--- src/rtl/rram_uart_tx64_if.sv ---
// Handshake bundle between the RRAM controller (master) and the 64-bit UART transmitter (slave).
interface rram_uart_tx64_if;
    logic        tx_en;
    logic [63:0] tx_reg;
    logic        tx_dv;
    logic        tx_serial;
    logic        tx_done;

    modport master (
        output tx_en,
        output tx_reg,
        input  tx_dv,
        input  tx_serial,
        input  tx_done
    );

    modport slave (
        input  tx_en,
        input  tx_reg,
        output tx_dv,
        output tx_serial,
        output tx_done
    );
endinterface

--- src/rtl/rram_uart_tx64.sv ---
// Sends a 64-bit word as eight UART frames, MSB byte first, each byte LSB first.
// Define UART_TX_PARITY_EN to add an even-parity bit (8E1); default build is 8N1.
module rram_uart_tx64 #(
    parameter int CLKS_PER_BIT = 868
) (
    input  logic             clk,
    input  logic             rst_n,
    rram_uart_tx64_if.slave  bus
);

    localparam int             CW       = (CLKS_PER_BIT > 1) ? $clog2(CLKS_PER_BIT) : 1;
    localparam logic [CW-1:0]  CNT_LAST = CW'(CLKS_PER_BIT - 1);
    localparam logic [CW-1:0]  CNT_ZERO = CW'(0);
    localparam logic [CW-1:0]  CNT_ONE  = CW'(1);

    localparam logic [2:0] ST_IDLE   = 3'd0;
    localparam logic [2:0] ST_START  = 3'd1;
    localparam logic [2:0] ST_DATA   = 3'd2;
    localparam logic [2:0] ST_STOP   = 3'd3;
`ifdef UART_TX_PARITY_EN
    localparam logic [2:0] ST_PARITY = 3'd4;

    function automatic logic even_parity(input logic [7:0] d);
        return ^d;
    endfunction
`endif

    logic [2:0]    state_r;
    logic [63:0]   shreg_r;
    logic [2:0]    byte_idx_r;
    logic [2:0]    bit_idx_r;
    logic [CW-1:0] cnt_r;
    logic          busy_r;
    logic          serial_r;
    logic          done_r;

    logic [7:0]    cur_byte_s;
    logic          bit_end_s;
    logic          next_bit_s;

    assign cur_byte_s = shreg_r[63:56];
    assign bit_end_s  = (cnt_r == CNT_LAST);
    assign next_bit_s = cur_byte_s[bit_idx_r + 3'd1];

    // Controller must see busy in the very cycle it raises the strobe.
    assign bus.tx_dv     = busy_r | bus.tx_en;
    assign bus.tx_serial = serial_r;
    assign bus.tx_done   = done_r;

    // Frame sequencer: the line level for each bit is registered on the edge that enters it.
    always_ff @(posedge clk or negedge rst_n) begin
        if (!rst_n) begin
            state_r    <= ST_IDLE;
            shreg_r    <= 64'd0;
            byte_idx_r <= 3'd0;
            bit_idx_r  <= 3'd0;
            cnt_r      <= CNT_ZERO;
            busy_r     <= 1'b0;
            serial_r   <= 1'b1;
            done_r     <= 1'b0;
        end else begin
            done_r <= 1'b0;
            case (state_r)
                ST_IDLE: begin
                    serial_r <= 1'b1;
                    cnt_r    <= CNT_ZERO;
                    if (bus.tx_en) begin
                        shreg_r    <= bus.tx_reg;
                        byte_idx_r <= 3'd0;
                        busy_r     <= 1'b1;
                        serial_r   <= 1'b0;
                        state_r    <= ST_START;
                    end
                end
                ST_START: begin
                    if (bit_end_s) begin
                        cnt_r     <= CNT_ZERO;
                        bit_idx_r <= 3'd0;
                        serial_r  <= cur_byte_s[0];
                        state_r   <= ST_DATA;
                    end else begin
                        cnt_r <= cnt_r + CNT_ONE;
                    end
                end
                ST_DATA: begin
                    if (bit_end_s) begin
                        cnt_r <= CNT_ZERO;
                        if (bit_idx_r == 3'd7) begin
`ifdef UART_TX_PARITY_EN
                            serial_r <= even_parity(cur_byte_s);
                            state_r  <= ST_PARITY;
`else
                            serial_r <= 1'b1;
                            state_r  <= ST_STOP;
`endif
                        end else begin
                            bit_idx_r <= bit_idx_r + 3'd1;
                            serial_r  <= next_bit_s;
                        end
                    end else begin
                        cnt_r <= cnt_r + CNT_ONE;
                    end
                end
`ifdef UART_TX_PARITY_EN
                ST_PARITY: begin
                    if (bit_end_s) begin
                        cnt_r    <= CNT_ZERO;
                        serial_r <= 1'b1;
                        state_r  <= ST_STOP;
                    end else begin
                        cnt_r <= cnt_r + CNT_ONE;
                    end
                end
`endif
                ST_STOP: begin
                    if (bit_end_s) begin
                        cnt_r <= CNT_ZERO;
                        if (byte_idx_r != 3'd7) begin
                            shreg_r    <= {shreg_r[55:0], 8'h00};
                            byte_idx_r <= byte_idx_r + 3'd1;
                            serial_r   <= 1'b0;
                            state_r    <= ST_START;
                        end else begin
                            busy_r   <= 1'b0;
                            done_r   <= 1'b1;
                            serial_r <= 1'b1;
                            state_r  <= ST_IDLE;
                        end
                    end else begin
                        cnt_r <= cnt_r + CNT_ONE;
                    end
                end
                default: begin
                    state_r  <= ST_IDLE;
                    cnt_r    <= CNT_ZERO;
                    busy_r   <= 1'b0;
                    serial_r <= 1'b1;
                end
            endcase
        end
    end

endmodule
--- src/flat_wrapper.sv ---
// flat-port wrapper written by rule: the top's interface ports become plain ports
module rram_uart_tx64_flat 
#(
    parameter int CLKS_PER_BIT = 868
)
  (clk, rst_n, bus_tx_en, bus_tx_reg, bus_tx_dv, bus_tx_serial, bus_tx_done);
  rram_uart_tx64_if bus_i ();
  input  logic clk;
  input  logic rst_n;
  input wire logic [$bits(bus_i.tx_en)-1:0] bus_tx_en;
  input wire logic [$bits(bus_i.tx_reg)-1:0] bus_tx_reg;
  output wire logic [$bits(bus_i.tx_dv)-1:0] bus_tx_dv;
  output wire logic [$bits(bus_i.tx_serial)-1:0] bus_tx_serial;
  output wire logic [$bits(bus_i.tx_done)-1:0] bus_tx_done;
  assign bus_i.tx_en = bus_tx_en;
  assign bus_i.tx_reg = bus_tx_reg;
  assign bus_tx_dv = bus_i.tx_dv;
  assign bus_tx_serial = bus_i.tx_serial;
  assign bus_tx_done = bus_i.tx_done;
  rram_uart_tx64 #(.CLKS_PER_BIT(CLKS_PER_BIT)) u_core (.clk(clk), .rst_n(rst_n), .bus(bus_i));
endmodule
--- config.mk ---
export PLATFORM = sky130hd
export DESIGN_NAME = rram_uart_tx64_flat
export DESIGN_NICKNAME = d
export VERILOG_FILES = /design/src/rtl/rram_uart_tx64_if.sv /design/src/rtl/rram_uart_tx64.sv /design/src/flat_wrapper.sv
export SDC_FILE = /design/constraint.sdc
export NUM_CORES = 1
export LEC_CHECK = 0
export ABC_AREA = 1
export CAP_MARGIN = 25
export CORE_MARGIN = 1
export CORE_UTILIZATION = 57
export CTS_CLUSTER_DIAMETER = 60
export DETAILED_ROUTE_END_ITERATION = 6
export PLACE_DENSITY = 0.85
export RECOVER_POWER = 25
export SKIP_CTS_REPAIR_TIMING = 1
export SKIP_LAST_GASP = 1
export SLEW_MARGIN = 30
export SYNTH_ARGS = -nofsm -noshare
export SYNTH_HDL_FRONTEND = slang
export SYNTH_SLANG_ARGS = --single-unit
--- constraint.sdc ---
create_clock -name clk -period 2.95 [get_ports clk]
set_input_delay 0.4425 -clock clk [delete_from_list [all_inputs] [get_ports clk]]
set_output_delay 0.4425 -clock clk [all_outputs]
set_load 0.01 [all_outputs]
==> results.sh <==
export IMPL_cts_sinks=85
export IMPL_required_ns=3.17
export IMPL_min_path_type="flop to flop"
export IMPL_synth_edf_count=0
export IMPL_slew_violations=86
export IMPL_setup_ws_ns=0.804
export IMPL_finalHoldViolCount=0
export IMPL_max_freq_mhz=466
export IMPL_final_util=0.734
export IMPL_p_per_area_mw_per_mm2=974
export IMPL_vias=3187
export IMPL_drt_pass1_iterations=5
export IMPL_critPathArrivalTime_ns=2.37
export IMPL_ys_warnings_count=0
export IMPL_yosys_area_top_type="dfrtp_1"
export IMPL_synth_common_cells="nand2_1, dfrtp_1, o21ai_1"
export IMPL_viasPerCell=5.36
export IMPL_multi_input_area_mm2=0.00179
export IMPL_power_leakage_nw=2.19
export IMPL_io_pins=70
export IMPL_rsz0062_at_grt="false"
export IMPL_grt_pass1_vias=3015
export IMPL_ctsHtreeMaxLevel=3
export IMPL_ys_ff_latch=85
export IMPL_floorplan_initialDensity=0.598
export IMPL_power_total_mw=4.93
export IMPL_syn_inst=433
export IMPL_holdPathStages=2
export IMPL_rr_startpoint="u_core.state_r[0]"
export IMPL_fin_crit_ns=2.15
export IMPL_antenna_found_initial=0
export IMPL_drt_wl_total_um=8410
export IMPL_worst_pin_slew_ns=2.05
export IMPL_seqCellArea_mm2=0.00213
export IMPL_synth_top_cell_area_share=0.509
export IMPL_critPathMaxStageDelay_ns=0.44
export IMPL_synth_area_mm2=0.00413
export IMPL_skew_ns=0.0115
export IMPL_vdd_drop_max_mv=0.832
export IMPL_final_cells=595
export IMPL_place_ws_ns=0.827
export IMPL_numCtsBuffers=9
export IMPL_nets=571
export IMPL_cts_buffer_depth=2
export IMPL_placed_area_mm2=0.00485
export IMPL_path_class="flop to flop"
export IMPL_grt_usage=0.235
export IMPL_cts_reportedPaths_clkPinSlew_ns=0.08
export IMPL_fp_dieArea_mm2=0.00759
export IMPL_path_max_fanout=40
export IMPL_core_area_mm2=0.00691
export IMPL_whs_ns=0.490
export IMPL_synth_nets=510
export IMPL_numPortBuffers=69
export IMPL_failed_checks="max-capacitance violations, max-slew violations"
export IMPL_yosysSeqAreaShare=0.515
export IMPL_fin_area_mm2=0.00507
export IMPL_cap_violations=1
export IMPL_clock_latency_ns=0.35
export IMPL_grt_pass1_wl_um=13600
export IMPL_cts_tree="done"
export IMPL_rows=30
export IMPL_grt_overflow=0
export IMPL_ys_top_cells_by_area="dfrtp_1, mux2i_1, nand2_1"
export IMPL_drc=0
export IMPL_place_inst=579
export IMPL_r2r_slack_ns=0.80
export IMPL_r2r_end="u_core.shreg_r[5]"
export IMPL_fin_crit_sh=0.727
export IMPL_syn_avg_cell_area_um2=9.54
export IMPL_status="finished, violations left"
export IMPL_drtIter0Drc=218
export IMPL_fill_cells=518
export IMPL_slew_headroom=-0.370
export IMPL_min_from="u_core.busy_r"
export IMPL_fp_dieH_um=87.1
export IMPL_setup_viol=0
export IMPL_ys_flop_type="dfrtp_1"
export IMPL_min_to="u_core.busy_r"
export IMPL_fin_tns_setup_ns=0
export IMPL_post_drt_wl_per_cell_um=14.1
export IMPL_end_kind="flop"
export IMPL_n_antenna_cell=0
export IMPL_dp_hpwl_um=5650
export IMPL_die_x_um=87.1
export IMPL_cts_root_buf="clkbuf_8"
export IMPL_ff2ff_path_depth=7
export IMPL_grt_max_degree=95
export IMPL_area_growth_pct=22.7
export IMPL_drive_above_1_share=0.0561
export IMPL_cp_cell_sequence="ha_4, inv_1, a21oi_1, nand3_4, buf_4, nand2_1, o21ai_1"
export IMPL_start_kind="flop"
export IMPL_place_gp_congestion=0.792
export IMPL_synthArstFlopShare=1.00
export IMPL_slowest_stage="dfrtp_1"
export IMPL_yosysMostFrequentCell="nand2_1"
export IMPL_synthDistinctLibCells=26
export IMPL_postRouteAntennaNets=0
==> layer usage <==
metal | track usage | part of all wire | vias up
met4 | 0.0686 | 0.013 | 0
met3 | 0.0806 | 0.052 | 12
met1 | 0.296 | 0.44 | 1502
li1 | - | - | 1585
met2 | 0.387 | 0.49 | 88
met5 | 0 | 0 | -
==> layout by cell type, fill, tap and decap left out, types with 9 or more instances in the layout <==
cell type / n
nand2_1: 103
dfrtp_1: 84
clkdlybuf4s50_1: 68
o21ai_1: 67
mux2i_1: 56
inv_1: 22
nand3_1: 17
nor2_1: 14
clkbuf_8: 10
o21ai_0: 9
ha_1: 9
==> worst max-delay path by stage <==
stage               slack, ns            startpoint            endpoint  depth (start not counted)
finish                   0.80     u_core.state_r[0]   u_core.shreg_r[5]                          7
global route             0.65                 rst_n  u_core.shreg_r[56]                          1
CTS                      0.82     u_core.state_r[0]   u_core.shreg_r[5]                          7
detailed placement       0.83     u_core.state_r[0]  u_core.shreg_r[12]                          7
global placement         0.89             bus_tx_en           bus_tx_dv                          3
floorplan                1.26  u_core.byte_idx_r[0]  u_core.shreg_r[10]                         10
==> report_power, final <==
group          internal (mW)  switching [mW]
Sequential              1.68           0.315
Clock                  0.502           0.411
Combinational          0.819            1.21
==> state kept, by name, indices dropped and copies added (netlist names) <==
signal,cells
u_core.bus.tx_done,1
u_core.shreg_r,64
u_core.byte_idx_r,3
u_core.bit_idx_r,3
u_core.busy_r,1
u_core.cnt_r,10
u_core.state_r,2
u_core.bus.tx_serial,1
==> kinds of logic (layout without fill, tap and decap cells) <==
kind of cell,after synthesis,after routing,synth area share
AOI/OAI and AO/OA,85,85,0.104
xor gates and xnor gates,2,2,0.00424
adders and majority gates,10,10,0.0303
buffers and inverters,44,110,0.0542
DFF,85,85,0.515
muxes,56,56,0.136
and+or+nand+nor,151,151,0.157
==> worst max-delay path: cells and delay by family, from the launching register on <==
kind / cells / cell delay [ns]
AO/OA/AOI/OAI: 2 / 0.37
adder cells (fa/ha/maj): 1 / 0.41
AND/OR/NAND/NOR: 2 / 0.22
flip-flops: 1 / 0.44
buffers and inverters: 2 / 0.55
==> layout make-up <==
class                           count  area share
Sequential cell                    85       0.420
Multi-Input combinational cell    304       0.353
Timing Repair Buffer               72       0.142
Clock buffer                       11      0.0279
Tap cell                           96      0.0237
Clock inverter                      5      0.0165
Inverter                           22      0.0163
Note: power is estimated with default switching activity, not from simulation.
